`config.mk`:
```
export PLATFORM = sky130hd
export DESIGN_NAME = sparc_exu_regwb_ctl
export DESIGN_NICKNAME = d
export VERILOG_FILES = /design/src/rtl/sparc_exu_pkg.sv /design/src/rtl/sparc_exu_wbpipe_stg.sv /design/src/rtl/sparc_exu_regwb_ctl.sv
export SDC_FILE = /design/constraint.sdc
export NUM_CORES = 1
export LEC_CHECK = 0
export CAP_MARGIN = 20
export CORE_MARGIN = 8
export CORE_UTILIZATION = 44
export DETAILED_ROUTE_END_ITERATION = 10
export PLACE_DENSITY = 0.83
export REMOVE_ABC_BUFFERS = 1
export SLEW_MARGIN = 20
export SYNTH_ARGS = -nofsm -noshare
export SYNTH_HDL_FRONTEND = slang
export SYNTH_SLANG_ARGS = --single-unit
```
`constraint.sdc`:
```
create_clock -name clk -period 3.8 [get_ports clk]
set_input_delay 0.57 -clock clk [delete_from_list [all_inputs] [get_ports clk]]
set_output_delay 0.57 -clock clk [all_outputs]
set_load 0.005 [all_outputs]
```
`src/rtl/sparc_exu_pkg.sv`:
```
// Shared definitions for the EXU per-thread register write-back path.
package sparc_exu_pkg;

  localparam int NTHR = 4;

  // True when exactly one thread bit is set; all-zero is not one-hot.
  function automatic logic onehot4(input logic [NTHR-1:0] t);
    logic [NTHR-1:0] t_m1;
    t_m1 = t - 4'd1;
    return (t != '0) && ((t & t_m1) == '0);
  endfunction

endpackage

```
`src/rtl/sparc_exu_wbpipe_stg.sv`:
```
// One write-back pipeline stage: valid/thread/data flops, with a per-thread kill
// applied to the incoming valid bit.
module sparc_exu_wbpipe_stg
  import sparc_exu_pkg::*;
#(
  parameter int SIZE = 3
) (
  input  logic            clk,
  input  logic            reset,
  input  logic            se,
  input  logic            valid_in,
  input  logic [NTHR-1:0] thr_in,
  input  logic [SIZE-1:0] data_in,
  input  logic [NTHR-1:0] kill,
  output logic            valid,
  output logic [NTHR-1:0] thr,
  output logic [SIZE-1:0] data
);

  // No scan chain is modelled here; scan enable is accepted for port compatibility.
  logic unused_se;
  assign unused_se = se;

  logic valid_next;
  assign valid_next = valid_in & ~|(thr_in & kill);

  always_ff @(posedge clk) begin
    if (reset) begin
      valid <= 1'b0;
      thr   <= '0;
      data  <= '0;
    end else begin
      valid <= valid_next;
      thr   <= thr_in;
      data  <= data_in;
    end
  end

endmodule

```
`src/rtl/sparc_exu_regwb_ctl.sv`:
```
// Thread-tagged E->M->W write-back pipeline for per-thread registers, with
// same-thread read forwarding and a sticky malformed-thread error flag.
module sparc_exu_regwb_ctl
  import sparc_exu_pkg::*;
#(
  parameter int SIZE = 3
) (
  input  logic            clk,
  input  logic            reset,
  input  logic            se,
  input  logic            wen_e,
  input  logic [3:0]      thr_e,
  input  logic [SIZE-1:0] data_e,
  input  logic [3:0]      flush_thr,
  input  logic [3:0]      thr_rd_e,
  input  logic [SIZE-1:0] data_rd_reg,
  output logic [SIZE-1:0] data_rd_byp,
  output logic            wen_w,
  output logic [3:0]      thr_w,
  output logic [SIZE-1:0] data_in_w,
  output logic            thr_err
);

  logic            thr_e_ok;
  logic            valid_m, valid_w;
  logic [3:0]      thr_m, thr_w_q;
  logic [SIZE-1:0] data_m;

  assign thr_e_ok = onehot4(thr_e);

  sparc_exu_wbpipe_stg #(.SIZE(SIZE)) u_stg_m (
    .clk      (clk),
    .reset    (reset),
    .se       (se),
    .valid_in (wen_e & thr_e_ok),
    .thr_in   (thr_e),
    .data_in  (data_e),
    .kill     (flush_thr),
    .valid    (valid_m),
    .thr      (thr_m),
    .data     (data_m)
  );

  sparc_exu_wbpipe_stg #(.SIZE(SIZE)) u_stg_w (
    .clk      (clk),
    .reset    (reset),
    .se       (se),
    .valid_in (valid_m),
    .thr_in   (thr_m),
    .data_in  (data_m),
    .kill     (flush_thr),
    .valid    (valid_w),
    .thr      (thr_w_q),
    .data     (data_in_w)
  );

  // W is committed: flush never reaches it, only reset does.
  assign wen_w = valid_w;
  assign thr_w = valid_w ? thr_w_q : 4'b0000;

  // Forwarding, youngest first; a flushed M entry must not be forwarded.
  logic rd_ok, m_hit, w_hit;
  assign rd_ok = onehot4(thr_rd_e) & ~reset;
  assign m_hit = rd_ok & valid_m & ~|(thr_m & flush_thr) & (thr_m == thr_rd_e);
  assign w_hit = rd_ok & valid_w & (thr_w_q == thr_rd_e);

  always_comb begin
    data_rd_byp = data_rd_reg;
    if (m_hit)
      data_rd_byp = data_m;
    else if (w_hit)
      data_rd_byp = data_in_w;
  end

  always_ff @(posedge clk) begin
    if (reset)
      thr_err <= 1'b0;
    else if (wen_e & ~thr_e_ok)
      thr_err <= 1'b1;
  end

endmodule

```
# Yosys cells after proc, flatten, opt, wreduce, memory -nomap -nowiden
# Cells that the tools add are included.
[classes] n_addsub=2 eq_ne=2 muxes=3 bitwise_logic=16 reduce_logical=10
[op_table] operator="$and 4x4->4" n=4
[op_table] operator="$and 1x1->1" n=10
[op_table] operator="$eq 4x4->1" n=2
[op_table] operator="$logic_not 4->1" n=2
[op_table] operator="$reduce_bool 4->1" n=2
[op_table] operator="$reduce_or 4->1" n=2
[op_table] operator="$sub 4x1->4 const B" n=2
[op_table] operator="$mux 3" n=2
[op_table] operator="$mux 4" n=1
[op_table] operator="$logic_and 1x1->1" n=2
[op_table] operator="$logic_not 1->1" n=2
[op_table] operator="$not 1->1" n=2
[word_totals] regBits=17 in_bits=22 out_inout_bits=12 word_cells=40

# Depth between registers and ports, before layout
[depth] depth_word=9 ltp_mapped=4 depth_no_buf=4

# Cells and area by module
# From an unflattened synthesis, not the netlist that was laid out.
[unflattened] cells_unflattened=79 hier_area_um2=803.3
[by_module_without_submodules] mod="sparc_exu_wbpipe_stg" n_inst=2 cells_per_inst=18 area_each_um2=227.7 seq_area_each_um2=160.2
[by_module_without_submodules] mod="sparc_exu_regwb_ctl" n_inst=1 cells_per_inst=43 area_each_um2=347.8 seq_area_each_um2=20.0

# Least setup slack after synthesis
# No wires, ideal clock.
[synth_timing] kind="input to output" from="input port thr_rd_e[2]" to="output port data_rd_byp[0]" arrival_ns=1.839 t_required_ns=3.230 slack_ns=1.391 stages=4 path_buffers=0 path_cell_list="or4b_1 -> o311a_2 -> or3_4 -> a31oi_1"
[synth_between] elab_chain_len=9 elab_cells_between_ends=15 classes_between="add/sub (1); eq/ne (2); mux (2); bitwise (7); reduce/logical (3)"
[synth_lines] element="from (decl)" line_no="sparc_exu_regwb_ctl.sv:15" text="input logic [3:0] thr_rd_e,"
[synth_lines] element="$sub 4x1->4" line_no="sparc_exu_pkg.sv:9" text="t_m1 = t - 4'd1;"
[synth_lines] element="$and 4x4->4" line_no="sparc_exu_pkg.sv:10" text="return (t != '0) && ((t & t_m1) == '0);"
[synth_lines] element="$logic_not 4->1" line_no="sparc_exu_pkg.sv:10"
[synth_lines] element="$logic_and 1x1->1" line_no="sparc_exu_pkg.sv:10"
[synth_lines] element="$and 1x1->1" line_no="sparc_exu_regwb_ctl.sv:63" text="assign rd_ok = onehot4(thr_rd_e) & ~reset;"
[synth_lines] element="$and 1x1->1, on equally long branches (2 in series)" line_no="sparc_exu_regwb_ctl.sv:65, sparc_exu_regwb_ctl.sv:64"
[synth_lines] element="$mux 3 or $and 1x1->1 (tied branches)" line_no="sparc_exu_regwb_ctl.sv:71, sparc_exu_regwb_ctl.sv:64"
[synth_lines] element="$mux 3 *" line_no="sparc_exu_regwb_ctl.sv:69" text="if (m_hit)"
[synth_lines] element="to (decl)" line_no="sparc_exu_regwb_ctl.sv:17" text="output logic [SIZE-1:0] data_rd_byp,"
# Every way passes the cells marked *; elsewhere a longest branch is shown, timed or not.

# Worst setup path after layout
[layout_timing] from="input port thr_rd_e[1]" to="output port data_rd_byp[0]"
# The elaborated chain is that of the path after synthesis.

==> impl_metrics.toml <==
[sta]
tns_ns = 0
setup_violations = 0
slew_headroom_pct = 54.3
holdWs_ns = 0.468
min_period_ns = 3.53
skew_ns = 0.00392
max_freq_ghz = 0.283
worst_pin_slew_ns = 0.677
hold_violations = 0
rsz0062_at_grt = "no"
drv_slew = 0
timing.final.crit_share_pct = 93.0

[pwr]
switching_share_pct = 23.5
pwr-share-comb_pct = 19.6
clkPwrFrac_pct = 25.7
powerDensity_nw_per_um2 = 297
p_switching_mw = 0.0821
p_total_mw = 0.349
power_frac_seq_pct = 54.7
p_int_mw = 0.267
p_leak_nw = 0.415
vdd_drop_max_uv = 188

[drt]
vias = 751
drt-wirelength-per-cell_um = 13.4
highest_layer = "met4"
final_antenna_net_count = 0
drtIter0Drc = 15
wl_met1_um = 844
met2_length_um = 870
wl_mm = 1.92
wl_met3_um = 190
viasPerCell = 5.25
drc = 0
dr.pass1.iters = 4

[global_route]
grt_first_pass_wirelength_mm = 3.15
antenna_found_initial = 0
grt.total_usage_pct = 11.5
grt_overflow = 0
grt_max_degree = 19
grt_pass1_vias = 708

[worst_setup_path]
crit_path_start_kind = "primary input"
critical_path.max_fanout = 7
critPathRequiredTime_ns = 3.23
critical_path_buf_inv_count = 2
r2r_start = "u_stg_m.thr[0]$_SDFF_PP0_"
critPathSlowestCell = "or4b_1"
cp.arrival_ns = 2.96
end_kind = "output pin"
path_delay_family = "buffers and inverters"
path_cells = "clkdlybuf4s50_1 > or4b_1 > o311a_2 > or3_4 > a31oi_1 > clkdlybuf4s50_1"
crit_type = "in2out"
max_stage_delay_ns = 0.58
cp-startpoint = "thr_rd_e[1]"
crit_top_cell = "clkdlybuf4s50_1"

[clock_tree]
post_cts_buffers = 0
cts_hold_buffers = 0
insertion_delay_ns = 0.28
path_clk_slew_ns = 0.09
cts_buffers = 3
cts_resized = 0
cts-root-buf = "clkbuf_4"
cts_buffer_depth = 2
htreeDepth = 1
cts.sink_count = 17
cts_tree = "done"

[floorplanning]
core-area_um2 = 1710
die_w_um = 58.5
placementRows = 15
initial_core_util_pct = 46.4
die_area_um2 = 3420
die-height_um = 58.5
pin_count = 34

[layout]
drive_above_1_share_pct = 5.93
n_antenna_cell = 0
fin_nets = 141
syn_to_final_growth_pct = 48.3

[yosys]
synth_edf_count = 0
yosysUniqueCellTypes = 27
syn_area_um2 = 793
yosys.cell_count.top_type = "dfxtp_1"
synth-main-ff-cell = "dfxtp_1"
ys_top_cells_by_count = "dfxtp_1, nor2b_1, xnor2_1"
yosys.area.top_type = "dfxtp_1"
yosysSeqAreaShare_pct = 42.9
synth.avg_cell_area_um2 = 9.67
ys_warn_count = 0
synth_top_area_share_pct = 42.9
syn_inst = 82
synthArstFlopShare_pct = 0
ys_seq_elements = 17
synth_area_leaders = "dfxtp_1, nor2b_1, xnor2_1"

[placed_design]
globalplace.congestion = 0.772
place_hpwl_mm = 1.59
io_buffers = 32

[run]
maxCapViolations = 0

[hold_path]
worstHoldPathType = "reg2reg"
min-delay-start = "u_stg_m.data[0]$_SDFF_PP0_"

[status]
status = "complete, no violations"
[cell families after synthesis]
kind of cell    count (synthesis)  share of synthesized area (%)
xor+xnor                       10                           11.0
compound gates                 14                           13.2
flops                          17                           42.9
buf+inv                         3                           1.42
simple gates                   38                           31.4
[path summary, 6_finish.rpt]
path                                                    to  slack, ns  cells past startpoint
worst max-delay path                        data_rd_byp[0]       0.27                      6
worst min register to register  u_stg_w.data[0]$_SDFF_PP0_       0.47                      1
worst max register to register    u_stg_w.valid$_SDFF_PP0_       2.76                      3
worst min-delay path            u_stg_w.data[0]$_SDFF_PP0_       0.47                      1
[state kept, by name, summed over array words and instances (netlist names)]
signal,cells
u_stg_m.thr,4
u_stg_w.data,3
u_stg_m.data,3
u_stg_m.valid,1
thr_err,1
u_stg_w.valid,1
u_stg_w.thr,4
[placed cells by master (no fill, tap or decap)]
cell / n
inv_1: 2
nand3_1: 1
o311ai_0: 1
nand4b_1: 2
clkinv_2: 1
nor2_1: 2
xor2_1: 1
and2_1: 4
o211ai_1: 1
nand4_1: 4
or4b_1: 2
clkdlybuf4s50_1: 32
o311a_2: 1
and3_1: 1
or3_4: 1
and3b_1: 1
nor2b_1: 13
xnor2_1: 9
o21ai_0: 1
a222oi_1: 2
o31ai_1: 3
dfxtp_1: 17
nand3b_1: 1
a21oi_1: 1
or4_1: 1
a31oi_1: 4
clkbuf_4: 3
nand2_1: 2
nor4_1: 3
buf_4: 1
[power groups by stage]
stage / sequential (mW) / clock [mW] / combinational, mW
6_report: 0.191 / 0.0897 / 0.0683
5_1_grt: 0.192 / 0.101 / 0.0748
4_1_cts: 0.191 / 0.0927 / 0.0686
3_5_place_dp: 0.195 / 0 / 0.0683
3_3_place_gp: 0.195 / 0 / 0.0662
2_1_floorplan: 0.195 / 0 / 0.0269
[layout make-up]
type	instances	area, um^2
inverters	2	7.51
flip-flops and latches	17	340
fillers	140	532
multi-input cells	62	442
clock inverters	1	5.00
repair buffers	33	328
clock buffers	3	22.5
well taps	25	31.3
[through the flow]
stage	utilization (%)	cell area (um^2)	setup WS (ns)	instances
floorplan	-	790	1.39	81
global placement	67.3	1150	0.326	139
detailed placement	67.3	1150	0.275	139
CTS	68.9	1180	0.276	143
global route	68.9	1180	0.186	143
finish	68.9	1180	0.267	143
[routing by layer]
metal  up-vias  GRT usage (%)
li1        378              -
met1       336           13.3
met2        35           18.9
met3         2           4.35
met4         0           4.20
met5         -              0
Note: power is estimated with default switching activity, not from simulation.
